### src/rtl/bcd_serial_add_ctrl_pkg.sv
// ---------------------------------------------------------------------------
// bcd_serial_add_ctrl_pkg
// Shared definitions for the serial BCD arithmetic controllers. The adder
// controller uses them now, and the planned subtractor controller will use
// them too.
//   state_t        : controller FSM encodings (IDLE, ADD, DONE)
//   BCD_MAX        : largest legal BCD digit value
//   digit_invalid(): true when a nibble is not a legal BCD digit
// ---------------------------------------------------------------------------
package bcd_serial_add_ctrl_pkg;

    typedef enum logic [1:0] {
        IDLE = 2'd0,
        ADD  = 2'd1,
        DONE = 2'd2
    } state_t;

    localparam logic [3:0] BCD_MAX = 4'd9;

    function automatic logic digit_invalid(input logic [3:0] digit);
        return digit > BCD_MAX;
    endfunction

endpackage

### src/rtl/bcd_serial_add_ctrl_if.sv
// ---------------------------------------------------------------------------
// bcd_serial_add_ctrl_if
// Handshake and operand/result bundle between the calculator front end
// (master) and the serial BCD adder controller (slave).
//   start        : request; the controller accepts it when idle or done
//   a, b, cin    : packed BCD operands (digit 0 in bits [3:0]) and carry-in
//   busy         : digits are being processed
//   done         : one-cycle pulse when sum/cout/err become valid
//   sum/cout/err : packed BCD result, decimal carry-out, invalid-digit flag
// ---------------------------------------------------------------------------
interface bcd_serial_add_ctrl_if #(
    parameter int DIGITS = 4
);
    logic                  start;
    logic [4*DIGITS-1:0]   a;
    logic [4*DIGITS-1:0]   b;
    logic                  cin;
    logic                  busy;
    logic                  done;
    logic [4*DIGITS-1:0]   sum;
    logic                  cout;
    logic                  err;

    modport master (
        output start, a, b, cin,
        input  busy, done, sum, cout, err
    );

    modport slave (
        input  start, a, b, cin,
        output busy, done, sum, cout, err
    );
endinterface

### src/rtl/bcd_serial_add_ctrl_bcdadd.sv
// ---------------------------------------------------------------------------
// bcdadd
// Single-digit BCD adder, purely combinational.
//   a, b : BCD digits (values above 9 give results with no meaning)
//   cin  : decimal carry-in
//   sum  : BCD result digit
//   cout : decimal carry-out
// ---------------------------------------------------------------------------
module bcdadd
    import bcd_serial_add_ctrl_pkg::*;
(
    input  logic [3:0] a,
    input  logic [3:0] b,
    input  logic       cin,
    output logic [3:0] sum,
    output logic       cout
);

    logic [4:0] z;

    // A binary sum above 9 is wrapped into the next decade by adding 6 (mod 16).
    always_comb begin
        z    = {1'b0, a} + {1'b0, b} + {4'b0000, cin};
        cout = z > {1'b0, BCD_MAX};
        sum  = cout ? (z[3:0] + 4'd6) : z[3:0];
    end

endmodule

### src/rtl/bcd_serial_add_ctrl.sv
// ---------------------------------------------------------------------------
// bcd_serial_add_ctrl
// Multi-digit BCD adder controller. It shares one bcdadd across DIGITS
// digits, least significant digit first, one digit per clock.
//   clk   : system clock, rising edge
//   rst_n : asynchronous active-low reset
//   bus   : bcd_serial_add_ctrl_if slave
//           (start/a/b/cin in, busy/done/sum/cout/err out)
// Parameters:
//   DIGITS : BCD digits per operand (>= 2); must match the interface's DIGITS
//   CNT_W  : digit counter width, 2**CNT_W > DIGITS
// ---------------------------------------------------------------------------
module bcd_serial_add_ctrl
    import bcd_serial_add_ctrl_pkg::*;
#(
    parameter int DIGITS = 4,
    parameter int CNT_W  = 3
) (
    input  logic                  clk,
    input  logic                  rst_n,
    bcd_serial_add_ctrl_if.slave  bus
);

    localparam int W = 4 * DIGITS;

    state_t           state;
    state_t           next_state;
    logic             accept;
    logic             last_digit;
    logic             any_invalid;

    logic [W-1:0]     a_sr;
    logic [W-1:0]     b_sr;
    logic [W-1:0]     sum_sr;
    logic [W-1:0]     sum_next;
    logic             carry_r;
    logic             err_r;
    logic [CNT_W-1:0] cnt;

    logic [W-1:0]     sum_r;
    logic             cout_r;
    logic             err_out_r;

    logic [3:0]       digit_sum;
    logic             digit_carry;

    bcdadd u_bcdadd (
        .a    (a_sr[3:0]),
        .b    (b_sr[3:0]),
        .cin  (carry_r),
        .sum  (digit_sum),
        .cout (digit_carry)
    );

    // The err flag covers every digit of both operands as presented at acceptance.
    always_comb begin
        any_invalid = 1'b0;
        for (int i = 0; i < DIGITS; i++) begin
            any_invalid = any_invalid
                        | digit_invalid(bus.a[4*i +: 4])
                        | digit_invalid(bus.b[4*i +: 4]);
        end
    end

    // Each new digit result enters at the MSB end. After DIGITS shifts, digit 0
    // has reached bits [3:0].
    always_comb begin
        sum_next = {digit_sum, {(W-4){1'b0}}} | (sum_sr >> 4);
    end

    always_ff @(posedge clk or negedge rst_n) begin
        if (!rst_n) begin
            state <= IDLE;
        end else begin
            state <= next_state;
        end
    end

    // A start request is accepted in IDLE and DONE. In DONE this gives
    // back-to-back operations. A start during ADD is ignored.
    always_comb begin
        next_state = state;
        accept     = 1'b0;
        last_digit = (cnt == CNT_W'(DIGITS - 1));
        case (state)
            IDLE: begin
                if (bus.start) begin
                    accept     = 1'b1;
                    next_state = ADD;
                end
            end
            ADD: begin
                if (last_digit) begin
                    next_state = DONE;
                end
            end
            DONE: begin
                if (bus.start) begin
                    accept     = 1'b1;
                    next_state = ADD;
                end else begin
                    next_state = IDLE;
                end
            end
            default: begin
                next_state = IDLE;
            end
        endcase
    end

    // The visible results are separate registers. They are loaded only on the
    // final digit, so they hold the previous answer while the next one is computed.
    always_ff @(posedge clk or negedge rst_n) begin
        if (!rst_n) begin
            a_sr      <= '0;
            b_sr      <= '0;
            sum_sr    <= '0;
            carry_r   <= 1'b0;
            err_r     <= 1'b0;
            cnt       <= '0;
            sum_r     <= '0;
            cout_r    <= 1'b0;
            err_out_r <= 1'b0;
        end else if (accept) begin
            a_sr    <= bus.a;
            b_sr    <= bus.b;
            carry_r <= bus.cin;
            err_r   <= any_invalid;
            cnt     <= '0;
        end else if (state == ADD) begin
            a_sr    <= a_sr >> 4;
            b_sr    <= b_sr >> 4;
            sum_sr  <= sum_next;
            carry_r <= digit_carry;
            cnt     <= cnt + 1'b1;
            if (last_digit) begin
                sum_r     <= sum_next;
                cout_r    <= digit_carry;
                err_out_r <= err_r;
            end
        end
    end

    assign bus.busy = (state == ADD);
    assign bus.done = (state == DONE);
    assign bus.sum  = sum_r;
    assign bus.cout = cout_r;
    assign bus.err  = err_out_r;

endmodule

### src/flat_wrapper.sv
// flat-port wrapper written by rule: the top's interface ports become plain ports
module bcd_serial_add_ctrl_flat import bcd_serial_add_ctrl_pkg::*;
#(
    parameter int DIGITS = 4,
    parameter int CNT_W  = 3
)
  (clk, rst_n, bus_start, bus_a, bus_b, bus_cin, bus_busy, bus_done, bus_sum, bus_cout, bus_err);
  bcd_serial_add_ctrl_if #(.DIGITS(DIGITS)) bus_i ();
  input  logic clk;
  input  logic rst_n;
  input wire logic [$bits(bus_i.start)-1:0] bus_start;
  input wire logic [$bits(bus_i.a)-1:0] bus_a;
  input wire logic [$bits(bus_i.b)-1:0] bus_b;
  input wire logic [$bits(bus_i.cin)-1:0] bus_cin;
  output wire logic [$bits(bus_i.busy)-1:0] bus_busy;
  output wire logic [$bits(bus_i.done)-1:0] bus_done;
  output wire logic [$bits(bus_i.sum)-1:0] bus_sum;
  output wire logic [$bits(bus_i.cout)-1:0] bus_cout;
  output wire logic [$bits(bus_i.err)-1:0] bus_err;
  assign bus_i.start = bus_start;
  assign bus_i.a = bus_a;
  assign bus_i.b = bus_b;
  assign bus_i.cin = bus_cin;
  assign bus_busy = bus_i.busy;
  assign bus_done = bus_i.done;
  assign bus_sum = bus_i.sum;
  assign bus_cout = bus_i.cout;
  assign bus_err = bus_i.err;
  bcd_serial_add_ctrl #(.DIGITS(DIGITS), .CNT_W(CNT_W)) u_core (.clk(clk), .rst_n(rst_n), .bus(bus_i));
endmodule
### config.mk
export PLATFORM = sky130hd
export DESIGN_NAME = bcd_serial_add_ctrl_flat
export DESIGN_NICKNAME = d
export VERILOG_FILES = /design/src/rtl/bcd_serial_add_ctrl_pkg.sv /design/src/rtl/bcd_serial_add_ctrl_if.sv /design/src/rtl/bcd_serial_add_ctrl_bcdadd.sv /design/src/rtl/bcd_serial_add_ctrl.sv /design/src/flat_wrapper.sv
export SDC_FILE = /design/constraint.sdc
export NUM_CORES = 1
export LEC_CHECK = 0
export CAP_MARGIN = 20
export CORE_MARGIN = 10
export CORE_UTILIZATION = 39
export CTS_BUF_LIST = sky130_fd_sc_hd__clkbuf_4 sky130_fd_sc_hd__clkbuf_8
export CTS_CLUSTER_SIZE = 14
export DETAILED_ROUTE_END_ITERATION = 12
export RECOVER_POWER = 100
export SLEW_MARGIN = 40
export SYNTH_ARGS = -nofsm -noshare
export SYNTH_HDL_FRONTEND = slang
export SYNTH_HIERARCHICAL = 1
export SYNTH_SLANG_ARGS = --single-unit
### constraint.sdc
create_clock -name clk -period 6 [get_ports clk]
set_input_delay 1.2 -clock clk [delete_from_list [all_inputs] [get_ports clk]]
set_output_delay 1.2 -clock clk [all_outputs]
set_load 0.05 [all_outputs]
## Word-level counts from Yosys, hierarchy flattened

Index checks and enable logic that the tools add are counted.

| storage, ports and cells | value |
|---|---|
| flip-flop bits (word level) | 73 |
| bits of input ports | 36 |
| output and inout port bits | 20 |

| operators by class | value |
|---|---|
| $add $sub $neg | 4 |
| $lt $le $gt $ge | 9 |
| equality and inequality tests | 5 |
| mux-type cells | 15 |
| bitwise operators | 9 |
| reduce and logical (&&, ||, !) cells | 6 |

Operators with widths:

| operator | count |
|---|---|
| $mux 16 | 4 |
| $gt 4x4->1 const B | 8 |
| $or 16x12->16 | 1 |
| $or 1x1->1 | 7 |
| $mux 3 | 2 |
| $pmux 2 s3 | 1 |
| $add 4x4->5 | 1 |
| $add 5x1->5 | 1 |
| $gt 5x4->1 const B | 1 |
| $mux 1 | 5 |
| $add 4x3->4 const B | 1 |
| $mux 2 | 2 |
| $mux 4 | 1 |
| $reduce_and 2->1 | 2 |
| $add 3x1->3 const B | 1 |
| $eq 3x2->1 const B | 1 |
| $reduce_and 3->1 | 1 |
| $eq 2x1->1 const B | 1 |
| $eq 2x2->1 const B | 1 |
| $logic_not 2->1 | 1 |
| $ne 2x1->1 const B | 1 |
| $ne 2x2->1 const B | 1 |
| $reduce_bool 2->1 | 1 |
| $reduce_or 2->1 | 1 |
| $not 1->1 | 1 |

## Longest topological paths before layout

Gate-level depths: netlist (run 1).

| logic depth | value |
|---|---|
| depth after elaboration | 8 |
| gate-level depth with buffers | 9 |
| mapped depth without buffers | 9 |

## By module

The synthesis (run 1) kept the hierarchy.

Modules (own cells, without submodules):

| module | instances | cells an instance | area an instance (um2) |
|---|---|---|---|
| bcd_serial_add_ctrl | 1 | 220 | 2841.5 |
| bcdadd | 1 | 22 | 211.5 |

## Least setup slack after synthesis (run 1)

Ideal clock, no wire load.

| path | value |
|---|---|
| path type | flip-flop to flip-flop |
| start | register u_core.a_sr[0] |
| end | register u_core.sum_r[15] (netlist: u_core/bus.sum[15]) |
| library setup time | 0.125 ns |
| arrival time | 2.557 ns |
| path slack | 3.318 ns |
| cell stages (with the launch flop) | 9 |
| path buffers | 0 |
| period minus slack after synthesis | 2.682 ns |
| cells stage by stage | dfrtp_1 -> fa_1 -> fa_1 -> xnor2_1 -> ha_1 -> a31o_1 -> a2111oi_0 -> nor2b_1 -> mux2_2 |

| between the ends | value |
|---|---|
| cells in the longest elaborated chain, start to end | 5 |

RTL lines:

| item | line | text |
|---|---|---|
| start, declared | bcd_serial_add_ctrl.sv:32 | `logic [W-1:0] a_sr;` |
| start signal, assigned | bcd_serial_add_ctrl.sv:125 | `a_sr <= bus.a;` |
| start signal, assigned | bcd_serial_add_ctrl.sv:131 | `a_sr <= a_sr >> 4;` |
| $add 4x4->5 (*) | bcd_serial_add_ctrl_bcdadd.sv:23 | `z = {1'b0, a} + {1'b0, b} + {4'b0000, cin};` |
| $add 5x1->5 (*) | bcd_serial_add_ctrl_bcdadd.sv:23 |  |
| $add 4x3->4 / $gt 5x4->1 (equally long branches) | bcd_serial_add_ctrl_bcdadd.sv:25, bcd_serial_add_ctrl_bcdadd.sv:24 |  |
| $mux 4 (*) | bcd_serial_add_ctrl_bcdadd.sv:25 | `sum = cout ? (z[3:0] + 4'd6) : z[3:0];` |
| via u_core.digit_sum[3] | bcd_serial_add_ctrl.sv:44 | `logic [3:0] digit_sum;` |
| $or 16x12->16 (*) | bcd_serial_add_ctrl.sv:68 | `sum_next = {digit_sum, {(W-4){1'b0}}} \| (sum_sr >> 4);` |
| end signal, assigned | bcd_serial_add_ctrl.sv:137 | `sum_r <= sum_next;` |
| end, declared | bcd_serial_add_ctrl.sv:40 | `logic [W-1:0] sum_r;` |

The timed path passes the listed nets; every way through them passes the cells marked *.
A chain may end at the register's enable or synchronous reset.

## Final worst setup path (run 1)

| path | value |
|---|---|
| start | register u_core.state[0] |
| end | output port bus_busy |

| between the ends | value |
|---|---|
| cells in the longest elaborated chain, start to end | 1 |

RTL lines:

| item | line | text |
|---|---|---|
| start, declared | bcd_serial_add_ctrl.sv:26 | `state_t state;` |
| start signal, assigned | bcd_serial_add_ctrl.sv:75 | `state <= next_state;` |
| $eq 2x1->1 | bcd_serial_add_ctrl.sv:144 | `assign bus.busy = (state == ADD);` |
| end, declared | flat_wrapper.sv:15 | `output wire logic [$bits(bus_i.busy)-1:0] bus_busy;` |

Every way passes these cells.

==> results.yml, run 1 <==
cts:
  cts-buffers-inserted: 9
  cts_resized: 0
  root_buffer: "clkbuf_8"
  cts_setup_buffers: 0
  clockBufferDepth: 2
  holdBufCountCts: 0
  h-tree-depth: 3
  cts_tree: "yes"
  insertion_delay_ns: 0.34
  clock_sinks: 69
  clk_pin_slew_worst_paths_ns: 0.08
placement:
  io_buffers: 55
  dpl_worst_slack_ns: 2.912
  post-dp-hpwl_mm: 4.446
  gp_congestion: 0.7424
sta:
  drv_slew: 38
  finalCriticalPeriod_ns: 4.391
  fin_crit_sh_pct: 73.18
  setup_viol: 0
  worst_pin_slew_ns: 1.628
  fin_ws_ns: 1.609
  grt_setup_unrepaired: "false"
  fmax_mhz: 227.7
  hold_viol: 0
  fin_tns_setup_ns: 0
  clock_skew_ns: 0.01024
  slew_headroom_pct: -8.501
worst_setup_path:
  regToRegEndpoint: "u_core/a_sr[13]$_DFFE_PN0P_"
  crit_slowest_cell: "clkinvlp_2"
  critPathArrivalTime_ns: 3.19
  max_stage_delay_ns: 1.17
  path_class: "reg2out"
  cp-end-kind: "primary output"
  crit_path_cell_trace: "nand2b_4, clkinvlp_2, clkdlybuf4s50_1"
  required_ns: 4.80
  reg2reg_depth: 5
  crit_start: "u_core/state[0]$_DFFE_PN0P_"
  r2r_setup_slack_ns: 1.81
  cp_max_fo: 42
  regToRegStartpoint: "u_core/state[0]$_DFFE_PN0P_"
  start_kind: "flip-flop"
cells_and_area:
  finish.utilization_pct: 49.89
  drive_above_1_share_pct: 10.56
  seq_area_mm2: 0.001727
  area_growth_pct: 25.61
  fill_cells: 715
  multi_input_area_mm2: 0.001167
  fin_nets: 342
  diodes: 0
global_route:
  grt_pass1_vias: 2119
  grt_pass1_wl_mm: 10.62
  grt-ovfl-total: 0
  grt_max_degree: 70
  grt_usage_pct: 11.47
  grt_antenna_before_repair: 0
routing:
  drt_wl_total_mm: 6.482
  vias: 2055
  via_per_inst: 5.074
  first_pass_iters: 4
  drcViolationCount: 0
  drt_iter0_drc: 57
  antenna_left: 0
  wl_per_cell_um: 16.00
synth:
  netlist-cell-type-count: 33
  netlist_top_cells_count: "69 x dfrtp_1, 37 x nand2_1, 34 x a22o_1, 25 x a21o_1, 10 x mux2_2"
  synth_edf_count: 0
  synth_area_leaders: "dfrtp_1 57%, a22o_1 9.8%, a21o_1 6.1%, nand2_1 4.5%, mux2_4 4.4%"
  synthFlopType: "dfrtp_1"
  yosysTopAreaCellShare_pct: 56.56
  ys_ff_latch: 69
  synth.most_common_cell: "dfrtp_1"
  async_flop_share_pct: 100.0
  yosysSeqAreaShare_pct: 56.56
  syn_nets: 286
  yosysTopAreaCell: "dfrtp_1"
  syn_area_per_cell_um2: 12.62
  yosys_warnings: 6
  synth_area_mm2: 0.003053
  synthCells: 242
status:
  violations: "capacitance limit, slew limit"
  status: "finished with violations"
floorplan:
  design.core.area_mm2: 0.007687
  die_w_um: 108.5
  die_y_um: 108.5
  dieArea_mm2: 0.01177
  io_pins: 56
  start_util_pct: 39.71
  core.rowCount: 32
power_and_ir_drop:
  p_leak_nw: 1.915
  vdd_drop_max_mv: 0.1979
  cellPowerDensity_mw_per_mm2: 629.5
hold_path:
  hp-class: "reg2reg"
  min_to: "u_core/b_sr[4]$_DFFE_PN0P_"
  hold_depth: 1
  worstHoldStart: "u_core/b_sr[4]$_DFFE_PN0P_"
run:
  max-cap-violations: 2
==> cells in the final DEF, fill, tap and decap left out, drive strengths merged <==
master          n
dfrtp          69
clkdlybuf4s50  34
o32a            1
nor2b           3
o2bb2ai         1
nand3           2
o21bai          1
clkinvlp        1
a2111oi         1
clkbuf         14
ha              6
mux2           19
fa              2
buf             2
a21oi           3
nand4           1
dlygate4sd3    20
bufinv          2
o31ai           1
mux2i           1
and3            1
nand2          38
o22ai           1
nand2b          1
clkinv          2
a21o           26
o21ai           8
inv             4
a22o           34
xnor2           2
a31o            1
nor2            1
==> kinds of logic (layout without fill, tap and decap cells) <==
group | count (synthesis) | in the layout | synth area share (%)
buffers and inverters | 18 | 79 | 3.238
adder cells (fa/ha/maj) | 8 | 8 | 3.770
AO/OA/AOI/OAI | 78 | 78 | 20.33
XOR/XNOR | 2 | 2 | 0.5739
flip-flops | 69 | 69 | 56.56
multiplexers | 20 | 20 | 8.443
AND/OR/NAND/NOR | 47 | 47 | 7.090
==> where the power goes <==
group	switching, W	internal, W
sequential	0.000122	0.000677
clock	0.000171	0.000260
combinational	0.000695	0.000488
total	0.000988	0.00143
==> layout make-up <==
cell class,instances,share of cell area [%]
flip-flops and latches,69,45.02
multi-input cells,155,30.44
repair buffers,58,14.71
clock buffers,12,4.144
well taps,102,3.328
clock inverters,4,1.827
inverters,5,0.5220
==> critical path, delay by kind of cell, from the launching register on <==
| family | cells | cell delay, ns |
|---|---|---|
| buffers and inverters | 2 | 2.23 |
| flip-flops | 1 | 0.43 |
| AND/OR/NAND/NOR | 1 | 0.18 |
==> routing by layer <==
metal / vias to the layer above / part of all wire [%] / global-route usage [%]
li1: 987 / - / -
met1: 1000 / 48 / 15.44
met2: 59 / 42 / 15.69
met3: 9 / 8.1 / 4.581
met4: 0 / 1.5 / 5.367
met5: - / 0 / 0
==> how the worst max path moves through the flow <==
stage / end / slack [ns] / depth (start not counted)
2_1_floorplan: u_core/bus.sum[15]$_DFFE_PN0P_ / 3.32 / 8
3_3_place_gp: bus_busy / 2.93 / 3
3_5_place_dp: bus_busy / 2.91 / 3
4_1_cts: bus_busy / 2.54 / 3
5_1_grt: u_core/a_sr[12]$_DFFE_PN0P_ / 1.33 / 5
6_report: bus_busy / 1.61 / 3
==> through the flow <==
stage,cell area [um2],hold WS [ns],instances,power (W)
after floorplan,3053,0.4418,242,0.001794
after global placement,3666,0.4594,388,0.002085
after detailed placement,3670,0.4652,388,0.002114
after CTS,3899,0.4821,404,0.002548
after global routing,3835,0.5008,405,0.002613
final,3835,0.4789,405,0.002414
==> flip-flops by register name (all words and copies together) (netlist names) <==
| signal | cells |
|---|---|
| u_core/a_sr | 16 |
| u_core/b_sr | 16 |
| u_core/bus.cout | 1 |
| u_core/bus.err | 1 |
| u_core/bus.sum | 16 |
| u_core/carry_r | 1 |
| u_core/cnt | 3 |
| u_core/err_r | 1 |
| u_core/state | 2 |
| u_core/sum_sr | 12 |
Note: power is estimated with default switching activity, not from simulation.
==> run 2, diff against run 1 <==
==> constraint.sdc (replaced) <==
create_clock -name clk -period 4.2 [get_ports clk]
set_input_delay 0.84 -clock clk [delete_from_list [all_inputs] [get_ports clk]]
set_output_delay 0.84 -clock clk [all_outputs]
set_load 0.05 [all_outputs]
==> results.yml, run 2 (synthesis gave the netlist of run 1 again) <==
global_route:
  busiest_layer: "met2"
  grt_usage_pct: 11.37
  grt_use_met1_pct: 14.91
  grt_use_met2_pct: 16.81
  grt_pass1_wl_mm: 10.70
  grt_antenna_before_repair: 0
  grt_pass1_vias: 2200
  grt_max_degree: 43
  use_met3_pct: 4.164
  grt-ovfl-total: 0
worst_setup_path:
  crit_path_cell_trace: "nand2b_1, inv_4, dlygate4sd3_1"
  start_kind: "flip-flop"
  critPathArrivalTime_ns: 2.58
  cp-end-kind: "primary output"
  max_stage_delay_ns: 0.95
  r2r_setup_slack_ns: 1.11
  cp_max_fo: 42
  regToRegEndpoint: "u_core/bus.sum[14]$_DFFE_PN0P_"
  reg2reg_depth: 8
  regToRegStartpoint: "u_core/a_sr[0]$_DFFE_PN0P_"
  required_ns: 3.36
  crit_start: "u_core/state[1]$_DFFE_PN0P_"
  crit_slowest_cell: "dlygate4sd3_1"
  path_class: "reg2out"
  endpoint: "bus_busy"
floorplan:
  start_util_pct: 39.71
  core.rowCount: 32
  die_y_um: 108.5
  dieArea_mm2: 0.01177
  io_pins: 56
  die_w_um: 108.5
  design.core.area_mm2: 0.007687
power_and_ir_drop:
  power_w: 0.003410
  p_leak_nw: 1.908
  cellPowerDensity_mw_per_mm2: 891.7
  vdd_drop_max_mv: 0.2815
cts:
  clockBufferDepth: 2
  clock_sinks: 69
  cts_setup_buffers: 0
  insertion_delay_ns: 0.34
  cts-buffers-inserted: 9
  h-tree-depth: 3
  holdBufCountCts: 0
  root_buffer: "clkbuf_8"
  clk_pin_slew_worst_paths_ns: 0.08
  cts_tree: "yes"
  cts_resized: 0
cells_and_area:
  layout_common_cells: "69 x dfrtp_1, 38 x nand2_1, 34 x a22o_1"
  area_growth_pct: 25.25
  fill_cells: 725
  instances_no_fill: 405
  finish.utilization_pct: 49.74
  final_common_cell: "dfrtp_1"
  fin_nets: 342
  drive_above_1_share_pct: 9.901
  diodes: 0
routing:
  first_pass_iters: 4
  drt_iter0_drc: 45
  via_per_inst: 5.079
  drt_wl_total_mm: 6.411
  vias: 2057
  drcViolationCount: 0
  wl_per_cell_um: 15.83
  antenna_left: 0
sta:
  fin_tns_setup_ns: 0
  drv_slew: 40
  fin_ws_ns: 0.7844
  finalCriticalPeriod_ns: 3.416
  grt_setup_unrepaired: "false"
  fmax_mhz: 292.8
  slew_headroom_pct: -40.09
  clock_skew_ns: 0.008804
  hold_viol: 0
  setup_viol: 0
  fin_crit_sh_pct: 81.32
  worst_pin_slew_ns: 2.101
status:
  status: "finished with violations"
  violations: "capacitance limit, slew limit"
placement:
  place_inst: 388
  dpl_worst_slack_ns: 1.365
  io_buffers: 55
  post-dp-hpwl_mm: 4.535
  gp_congestion: 0.7866
run:
  max-cap-violations: 1
hold_path:
  hp-class: "reg2reg"
==> run 2: metrics by stage <==
stage	hold WS, ns	area (um2)
final	0.4792	3824
after detailed placement	0.4648	3669
after CTS	0.4689	3891
after global placement	0.4590	3666
after floorplan	0.4418	3053
after global routing	0.5034	3824
==> run 2: cell type report <==
| cell class | count | area [um2] | area share [%] |
|---|---|---|---|
| Sequential cell | 69 | 1727 | 45.16 |
| Multi-Input combinational cell | 155 | 1157 | 30.27 |
| Timing Repair Buffer | 58 | 568.0 | 14.86 |
| Tap cell | 102 | 127.6 | 3.338 |
| Clock buffer | 9 | 123.9 | 3.240 |
| Clock inverter | 7 | 98.84 | 2.585 |
| Inverter | 5 | 21.27 | 0.5563 |
==> run 2: critical path: cells and delay by family (launching register included) <==
kind	cells	cell delay, ns
AND/OR/NAND/NOR	1	0.42
flip-flops	1	0.37
buffers and inverters	2	1.44
==> run 2: routing by layer <==
metal | up-vias | share of wire [%]
li1 | 987 | -
met1 | 1004 | 48
met2 | 61 | 44
met3 | 5 | 7.0
met4 | 0 | 0.89
met5 | - | 0
==> run 2: worst min-delay path by stage <==
stage / start / end / slack [ns] / depth (start not counted)
floorplan: u_core/sum_sr[4]$_DFFE_PN0P_ / u_core/sum_sr[4]$_DFFE_PN0P_ / 0.44 / 2
global placement: u_core/sum_sr[6]$_DFFE_PN0P_ / u_core/sum_sr[6]$_DFFE_PN0P_ / 0.46 / 2
detailed placement: u_core/sum_sr[7]$_DFFE_PN0P_ / u_core/sum_sr[7]$_DFFE_PN0P_ / 0.46 / 2
CTS: rst_n / u_core/bus.sum[12]$_DFFE_PN0P_ / 0.47 / 1
global route: u_core/a_sr[5]$_DFFE_PN0P_ / u_core/a_sr[5]$_DFFE_PN0P_ / 0.50 / 1
finish: u_core/sum_sr[7]$_DFFE_PN0P_ / u_core/sum_sr[7]$_DFFE_PN0P_ / 0.48 / 2
==> run 2: power by group <==
part | internal, W | switching, W | leakage (nW)
Sequential | 0.000968 | 0.000166 | 0.864
Clock | 0.000337 | 0.000257 | 0.110
Combinational | 0.000694 | 0.000988 | 0.934
Total | 0.00200 | 0.00141 | 1.91
==> run 3, diff against run 2 <==
==> constraint.sdc (replaced) <==
create_clock -name clk -period 3.43 [get_ports clk]
set_input_delay 0.686 -clock clk [delete_from_list [all_inputs] [get_ports clk]]
set_output_delay 0.686 -clock clk [all_outputs]
set_load 0.05 [all_outputs]
==> results.yml, run 3 (synthesis gave the netlist of run 1 again) <==
cts:
  holdBufCountCts: 0
  cts-buffers-inserted: 9
  cts_setup_buffers: 0
  clockBufferDepth: 2
  clock_sinks: 69
  cts_tree: "yes"
  h-tree-depth: 3
  cts_resized: 0
  insertion_delay_ns: 0.34
  clk_pin_slew_worst_paths_ns: 0.07
  root_buffer: "clkbuf_8"
worst_setup_path:
  start_kind: "flip-flop"
  path_class: "reg2reg"
  crit_start: "u_core/a_sr[0]$_DFFE_PN0P_"
  regToRegEndpoint: "u_core/bus.sum[15]$_DFFE_PN0P_"
  cp-end-kind: "flip-flop"
  reg2reg_depth: 8
  r2r_setup_slack_ns: 0.47
  required_ns: 3.65
  cp_max_fo: 3
  regToRegStartpoint: "u_core/a_sr[0]$_DFFE_PN0P_"
  critPathArrivalTime_ns: 3.18
power_and_ir_drop:
  p_leak_nw: 1.921
  vdd_drop_max_mv: 0.3343
  cellPowerDensity_mw_per_mm2: 1116
routing:
  via_per_inst: 5.140
  wl_per_cell_um: 16.38
  drt_wl_total_mm: 6.651
  vias: 2087
  antenna_left: 0
  drt_iter0_drc: 63
  drcViolationCount: 0
  first_pass_iters: 4
floorplan:
  design.core.area_mm2: 0.007687
  start_util_pct: 39.71
  die_y_um: 108.5
  die_w_um: 108.5
  core.rowCount: 32
  dieArea_mm2: 0.01177
  io_pins: 56
global_route:
  grt_pass1_wl_mm: 11.14
  grt_usage_pct: 11.92
  grt-ovfl-total: 0
  grt_max_degree: 43
  grt_antenna_before_repair: 0
  grt_pass1_vias: 2309
sta:
  fin_ws_ns: 0.4712
  fmax_mhz: 338.0
  finalCriticalPeriod_ns: 2.959
  worst_pin_slew_ns: 2.129
  drv_slew: 79
  hold_viol: 0
  fin_tns_setup_ns: 0
  clock_skew_ns: 0.01008
  slew_headroom_pct: -41.92
  grt_setup_unrepaired: "false"
  fin_crit_sh_pct: 86.26
  setup_viol: 0
run:
  max-cap-violations: 2
placement:
  io_buffers: 55
  dpl-instance-area_mm2: 0.003676
  post-dp-hpwl_mm: 4.671
  gp_congestion: 0.7316
  dpl_worst_slack_ns: 0.5280
hold_path:
  min_to: "u_core/b_sr[4]$_DFFE_PN0P_"
  worstHoldStart: "u_core/b_sr[4]$_DFFE_PN0P_"
  hp-class: "reg2reg"
  hold_depth: 1
cells_and_area:
  multi_input_area_mm2: 0.001179
  diodes: 0
  drive_above_1_share_pct: 10.20
  final_cell_area_mm2: 0.003854
  area_growth_pct: 26.23
  fill_cells: 714
  seq_area_mm2: 0.001727
  layout_common_cells: "69 x dfrtp_1, 38 x nand2_1, 34 x a22o_1"
  final_common_cell: "dfrtp_1"
  fin_nets: 343
status:
  violations: "capacitance limit, slew limit"
  status: "finished with violations"
-- run 3: worst max path at each step --
stage	end	slack, ns	depth (start not counted)
global route	u_core/bus.sum[15]$_DFFE_PN0P_	0.36	8
global placement	u_core/bus.sum[15]$_DFFE_PN0P_	0.62	8
floorplan	u_core/bus.sum[15]$_DFFE_PN0P_	0.75	8
detailed placement	u_core/bus.sum[15]$_DFFE_PN0P_	0.53	8
finish	u_core/bus.sum[15]$_DFFE_PN0P_	0.47	8
CTS	bus_busy	0.45	3
-- run 3: power by group --
| part | switching, W | internal, W |
|---|---|---|
| clock | 0.000298 | 0.000455 |
| sequential | 0.000215 | 0.00119 |
| combinational | 0.00126 | 0.000886 |
-- run 3: through the flow --
stage | hold WS [ns] | power [W] | std cells | util, %
after floorplan | 0.3904 | 0.003138 | 242 | -
after global placement | 0.4588 | 0.003640 | 389 | 47.79
after detailed placement | 0.4654 | 0.003709 | 389 | 47.82
after CTS | 0.3133 | 0.004474 | 405 | 50.80
after global routing | 0.4894 | 0.004644 | 406 | 50.13
final | 0.4780 | 0.004302 | 406 | 50.13
-- run 3: layout make-up --
cell class	instances	area share, %
Sequential cell	69	44.81
Multi-Input combinational cell	155	30.58
Timing Repair Buffer	59	14.81
Clock buffer	12	4.123
Tap cell	102	3.312
Clock inverter	4	1.818
Inverter	5	0.5519
-- run 3: critical path, cell delays in order (launching register included) --
cell and delay, ns:
dfrtp_1 0.41, fa_1 0.47, fa_1 0.41, xnor2_1 0.18, ha_1 0.24, a31o_1 0.23, a2111oi_0 0.50, nor2b_1 0.13
mux2_2 0.28
-- run 3: metal layers --
| metal | global-route usage, % | part of all wire (%) | wire, um |
|---|---|---|---|
| met3 | 6.127 | 8.9 | 591 |
| met5 | 0 | 0 | 0 |
| met2 | 17.97 | 43 | 2861 |
| met1 | 14.54 | 47 | 3106 |
| met4 | 3.672 | 1.4 | 91 |
